<file path="src/rtl/cpu_axi_bridge.sv">
// Bridges the core's inst/data SRAM-like ports onto a single-outstanding AXI-style master.
// Optional macro BRIDGE_AW_W_PARALLEL_EN: issue AW and W together instead of W after AW.
module cpu_axi_bridge #(
  parameter logic DATA_FIRST = 1'b1
) (
  input  logic        clk,
  input  logic        reset,
  input  logic        inst_req,
  input  logic [31:0] inst_addr,
  output logic        inst_addr_ok,
  output logic        inst_data_ok,
  output logic [31:0] inst_rdata,
  input  logic        data_req,
  input  logic        data_wr,
  input  logic [1:0]  data_size,
  input  logic [31:0] data_addr,
  input  logic [31:0] data_wdata,
  output logic        data_addr_ok,
  output logic        data_data_ok,
  output logic [31:0] data_rdata,
  output logic [31:0] araddr,
  output logic        arvalid,
  input  logic        arready,
  input  logic [31:0] rdata,
  input  logic        rvalid,
  output logic        rready,
  output logic [31:0] awaddr,
  output logic        awvalid,
  input  logic        awready,
  output logic [31:0] wdata,
  output logic [3:0]  wstrb,
  output logic        wvalid,
  input  logic        wready,
  input  logic        bvalid,
  output logic        bready
);

  typedef enum logic [2:0] {S_IDLE, S_AR, S_R, S_AW, S_B, S_DONE} state_t;

  state_t      state_q, state_d;
  logic [29:0] addr_q, addr_d;
  logic        wr_q, wr_d;
  logic [31:0] wdata_q, wdata_d;
  logic [3:0]  wstrb_q, wstrb_d;
  logic        src_data_q, src_data_d;
  logic        aw_done_q, aw_done_d;
  logic        w_done_q, w_done_d;
  logic [31:0] inst_rdata_q, inst_rdata_d;
  logic [31:0] data_rdata_q, data_rdata_d;

  logic grant_data, grant_inst, in_idle, in_aw, aw_hs, w_hs;
  logic unused_inst_lo;

  function automatic logic [3:0] size_strb(input logic [1:0] size, input logic [1:0] lo);
    case (size)
      2'd0:    return 4'b0001 << lo;
      2'd1:    return lo[1] ? 4'b1100 : 4'b0011;
      default: return 4'b1111;
    endcase
  endfunction

  assign grant_data = data_req && (DATA_FIRST || !inst_req);
  assign grant_inst = inst_req && !grant_data;
  assign in_idle    = (state_q == S_IDLE);
  assign in_aw      = (state_q == S_AW);

  // addr_ok is combinational, so mask it while reset is held to keep outputs quiet
  assign inst_addr_ok = in_idle && grant_inst && !reset;
  assign data_addr_ok = in_idle && grant_data && !reset;
  assign inst_data_ok = (state_q == S_DONE) && !src_data_q;
  assign data_data_ok = (state_q == S_DONE) && src_data_q;
  assign inst_rdata   = inst_rdata_q;
  assign data_rdata   = data_rdata_q;

  assign araddr  = {addr_q, 2'b00};
  assign awaddr  = {addr_q, 2'b00};
  assign arvalid = (state_q == S_AR);
  assign rready  = (state_q == S_R);
  assign awvalid = in_aw && !aw_done_q;
`ifdef BRIDGE_AW_W_PARALLEL_EN
  assign wvalid  = in_aw && !w_done_q;
`else
  assign wvalid  = in_aw && aw_done_q && !w_done_q;
`endif
  assign wdata   = wdata_q;
  assign wstrb   = wstrb_q;
  assign bready  = (state_q == S_B);

  assign aw_hs = awvalid && awready;
  assign w_hs  = wvalid && wready;

  assign unused_inst_lo = ^inst_addr[1:0];

  always_comb begin
    state_d      = state_q;
    addr_d       = addr_q;
    wr_d         = wr_q;
    wdata_d      = wdata_q;
    wstrb_d      = wstrb_q;
    src_data_d   = src_data_q;
    aw_done_d    = aw_done_q;
    w_done_d     = w_done_q;
    inst_rdata_d = inst_rdata_q;
    data_rdata_d = data_rdata_q;
    case (state_q)
      S_IDLE: begin
        aw_done_d = 1'b0;
        w_done_d  = 1'b0;
        if (grant_data) begin
          addr_d     = data_addr[31:2];
          wr_d       = data_wr;
          wdata_d    = data_wdata;
          wstrb_d    = size_strb(data_size, data_addr[1:0]);
          src_data_d = 1'b1;
          state_d    = data_wr ? S_AW : S_AR;
        end else if (grant_inst) begin
          addr_d     = inst_addr[31:2];
          wr_d       = 1'b0;
          wstrb_d    = 4'b0000;
          src_data_d = 1'b0;
          state_d    = S_AR;
        end
      end
      S_AR: if (arready) state_d = S_R;
      S_R: begin
        if (rvalid) begin
          if (src_data_q) data_rdata_d = rdata;
          else            inst_rdata_d = rdata;
          state_d = S_DONE;
        end
      end
      S_AW: begin
        aw_done_d = aw_done_q || aw_hs;
        w_done_d  = w_done_q || w_hs;
        if (aw_done_d && w_done_d) state_d = S_B;
      end
      S_B:    if (bvalid) state_d = S_DONE;
      S_DONE: state_d = S_IDLE;
      default: state_d = S_IDLE;
    endcase
  end

  always_ff @(posedge clk or posedge reset) begin
    if (reset) begin
      state_q      <= S_IDLE;
      addr_q       <= '0;
      wr_q         <= 1'b0;
      wdata_q      <= '0;
      wstrb_q      <= '0;
      src_data_q   <= 1'b0;
      aw_done_q    <= 1'b0;
      w_done_q     <= 1'b0;
      inst_rdata_q <= '0;
      data_rdata_q <= '0;
    end else begin
      state_q      <= state_d;
      addr_q       <= addr_d;
      wr_q         <= wr_d;
      wdata_q      <= wdata_d;
      wstrb_q      <= wstrb_d;
      src_data_q   <= src_data_d;
      aw_done_q    <= aw_done_d;
      w_done_q     <= w_done_d;
      inst_rdata_q <= inst_rdata_d;
      data_rdata_q <= data_rdata_d;
    end
  end

endmodule

</file>
<file path="config.mk">
export PLATFORM = sky130hd
export DESIGN_NAME = cpu_axi_bridge
export DESIGN_NICKNAME = d
export VERILOG_FILES = /design/src/rtl/cpu_axi_bridge.sv
export SDC_FILE = /design/constraint.sdc
export NUM_CORES = 1
export LEC_CHECK = 0
export BUFFER_PORTS_ARGS = -buffer_cell sky130_fd_sc_hd__buf_2
export CAP_MARGIN = 20
export CORE_MARGIN = 10
export CORE_UTILIZATION = 46
export CTS_CLUSTER_SIZE = 25
export DETAILED_ROUTE_END_ITERATION = 12
export GPL_ROUTABILITY_DRIVEN = 1
export PLACE_DENSITY = 0.82
export SLEW_MARGIN = 30
export SYNTH_ARGS = -nofsm -noshare
export SYNTH_HDL_FRONTEND = slang
export SYNTH_SLANG_ARGS = --single-unit
</file>
<file path="constraint.sdc">
create_clock -name clk -period 5 [get_ports clk]
set_input_delay 0.5 -clock clk [delete_from_list [all_inputs] [get_ports clk]]
set_output_delay 0.5 -clock clk [all_outputs]
set_load 0.01 [all_outputs]
</file>
==> flow_metrics.env <==
export IMPL_synth_edf_count=0
export IMPL_path_clk_slew_ps=50
export IMPL_hold_path_class="in -> async"
export IMPL_grtUsageMet1_pct=18.4
export IMPL_finClkSkew_ps=4.92
export IMPL_synth_area_leader_cell="dfrtp_1"
export IMPL_critPathRequiredTime_ps=4500
export IMPL_cp_slowest_cell="dfrtp_1"
export IMPL_clock_fmax_ghz=0.428
export IMPL_start_kind="register"
export IMPL_dp_final_hpwl_mm=13.4
export IMPL_powerDensity_mw_per_mm2=680
export IMPL_ys_async_sr_fraction_pct=100
export IMPL_final_common_cell="buf_2"
export IMPL_synth_cell_types=40
export IMPL_stdcell_area_mm2=0.00791
export IMPL_place_inst=836
export IMPL_area_growth_pct=31.5
export IMPL_tritoncts="built"
export IMPL_clockBufferDepth=2
export IMPL_chipHeight_um=134
export IMPL_rsz0062_at_grt="false"
export IMPL_io_pins=313
export IMPL_cts_made_buffers=17
export IMPL_cts_resized=0
export IMPL_criticalPathCategory="reg -> out"
export IMPL_leakagePower_nw=3.98
export IMPL_grtUsageMet3_pct=7.88
export IMPL_max_stage_delay_ps=550
export IMPL_syn_area_mm2=0.00601
export IMPL_cts_root_buf="clkbuf_16"
export IMPL_num_antenna_cells=0
export IMPL_irDropWorstVdd_v=0.000353
export IMPL_num_nets_final=823
export IMPL_synthFlopType="dfrtp_1"
export IMPL_seq_area_frac_synth_pct=56.6
export IMPL_routedWlPerCell_um=19.8
export IMPL_setup_worst_path_end_class="output port"
export IMPL_start_util_pct=47.3
export IMPL_rows=41
export IMPL_wirelength_mm=17.1
export IMPL_final_cells=866
export IMPL_ys_seq_elements=136
export IMPL_cts_setup_buffers=0
export IMPL_ys_warn_count=0
export IMPL_regToRegEndpoint="wdata[25]"
export IMPL_tightest_slew_ps=815
export IMPL_setup_ws_ps=2660
export IMPL_relSlewSlack_pct=45.7
export IMPL_firstDrtPassIters=4
export IMPL_status="finished clean"
export IMPL_setup_viol=0
export IMPL_synth_top_area_share_pct=56.6
export IMPL_grt_use_met2_pct=33.5
export IMPL_avgViaCountPerCell=4.97
export IMPL_grt_max_degree=82
export IMPL_critPathMaxFanout=15
export IMPL_cp_arrival_ps=1840
export IMPL_path_buf_inv=1
export IMPL_max_cap_viol_count=0
export IMPL_die_w_um=134
export IMPL_crit_family="simple AND/OR/NAND/NOR gates"
export IMPL_numPortBuffers=306
export IMPL_drive_above_1_share_pct=71.3
export IMPL_route_vias_total=4304
export IMPL_reg2reg_depth=3
export IMPL_drcViolationCount=0
export IMPL_grt_pass1_wl_mm=26.6
export IMPL_overflow=0
export IMPL_dp_worst_setup_slack_ps=2690
export IMPL_busiest_layer="met2"
export IMPL_hold_viol_final=0
export IMPL_min_period_ps=2340
export IMPL_die_area_mm2=0.0180
export IMPL_drtIter0Drc=171
export IMPL_r2r_start="state_q[2]"
export IMPL_r2r_slack_ps=2980
export IMPL_tns_ps=0
export IMPL_postSynthAreaPerCell_um2=14.8
export IMPL_h_tree_depth=4
export IMPL_grt_pass1_vias=4870
export IMPL_grt_use_total_pct=18.6
export IMPL_cts_sinks=136
export IMPL_slew_violations=0
export IMPL_antenna_found_initial=1
export IMPL_finalCritPeriodShare_pct=46.7
export IMPL_crit_chain="and2b_1, nand2_1, nor3b_1, buf_2"
export IMPL_synth_area_top_cells="dfrtp_1 57%, mux2_2 27%, buf_4 4.2%"
export IMPL_whs_ps=240
export IMPL_place_gp_congestion=0.844
export IMPL_ant_nets=0
export IMPL_final_cell_mix="306 x buf_2, 145 x mux2_2, 136 x dfrtp_1, 17 x clkbuf_16, 9 x mux2_4"
export IMPL_clk_latency_ps=420
export IMPL_synthCells=405
export IMPL_cts_hold_buf=0
export IMPL_core_area_mm2=0.0127
export IMPL_placed_area_mm2=0.00736
==> how the worst max path moves through the flow <==
stage | depth (start not counted) | to | startpoint | slack (ps)
after CTS | 4 | wvalid | state_q[2] | 2670
after global routing | 4 | wvalid | state_q[2] | 2490
after detailed placement | 3 | wdata[25] | data_req | 2690
after floorplan | 1 | addr_q[0] | reset | 860
after global placement | 3 | wdata[25] | data_req | 2800
final | 4 | wvalid | state_q[2] | 2660
==> cells in the mapped netlist, types with 2 or more instances <==
master / count
o21bai_1: 3
a22o_1: 2
clkbuf_1: 3
mux2_4: 9
o22ai_1: 2
mux2_2: 145
buf_4: 34
buf_2: 7
buf_12: 3
a21oi_1: 3
inv_1: 4
nor3_1: 2
mux2_1: 2
dfrtp_1: 136
nor3b_1: 2
and2_1: 2
o2bb2ai_1: 2
o21ai_0: 5
nor2_1: 5
buf_6: 7
nand2_1: 6
nand2b_1: 3
==> through the flow <==
stage / util [%] / power (mW)
global route: 62.2 / 5.70
floorplan: - / 3.43
CTS: 62.2 / 5.45
global placement: 57.9 / 4.14
detailed placement: 57.9 / 4.26
finish: 62.2 / 5.38
==> state kept, by name, summed over array words and instances (netlist names) <==
| name | cells |
|---|---|
| data_rdata | 32 |
| inst_rdata | 32 |
| wdata | 32 |
| addr_q | 30 |
| wstrb | 4 |
| state_q | 3 |
| aw_done_q | 1 |
| src_data_q | 1 |
| w_done_q | 1 |
==> kinds of logic (layout without fill, tap and decap cells) <==
kind of cell	after synthesis	after routing	synth area share, %
other	1	4	0.0624
buffers and inverters	58	344	7.57
AO/OA/AOI/OAI	24	24	2.81
flip-flops	136	136	56.6
AND/OR/NAND/NOR	30	30	3.18
multiplexers	156	156	29.8
==> cell type report <==
type	count	area, um2
inverter	4	20.0
multi-input combinational	214	2170
clock buffer	21	440
clock inverter	9	104
sequential	136	3400
tap	172	215
fill	1021	4810
timing repair buffer	310	1560
==> power breakdown <==
part / total [mW] / internal, mW / switching (mW)
clock network: 1.16 / 0.724 / 0.441
registers: 2.04 / 1.66 / 0.375
logic: 2.17 / 1.11 / 1.07
==> worst reg2reg max path, delay by kind of cell (launching register included) <==
family,cells,cell delay [ps]
flip-flops,1,550
multiplexers,1,430
AND/OR/NAND/NOR,2,920
==> layer usage <==
layer	wire length [um]	up-vias
met5	13	-
met4	418	2
met3	1590	33
met2	9150	209
met1	5970	2111
li1	-	1949
Note: power is estimated with default switching activity, not from simulation.
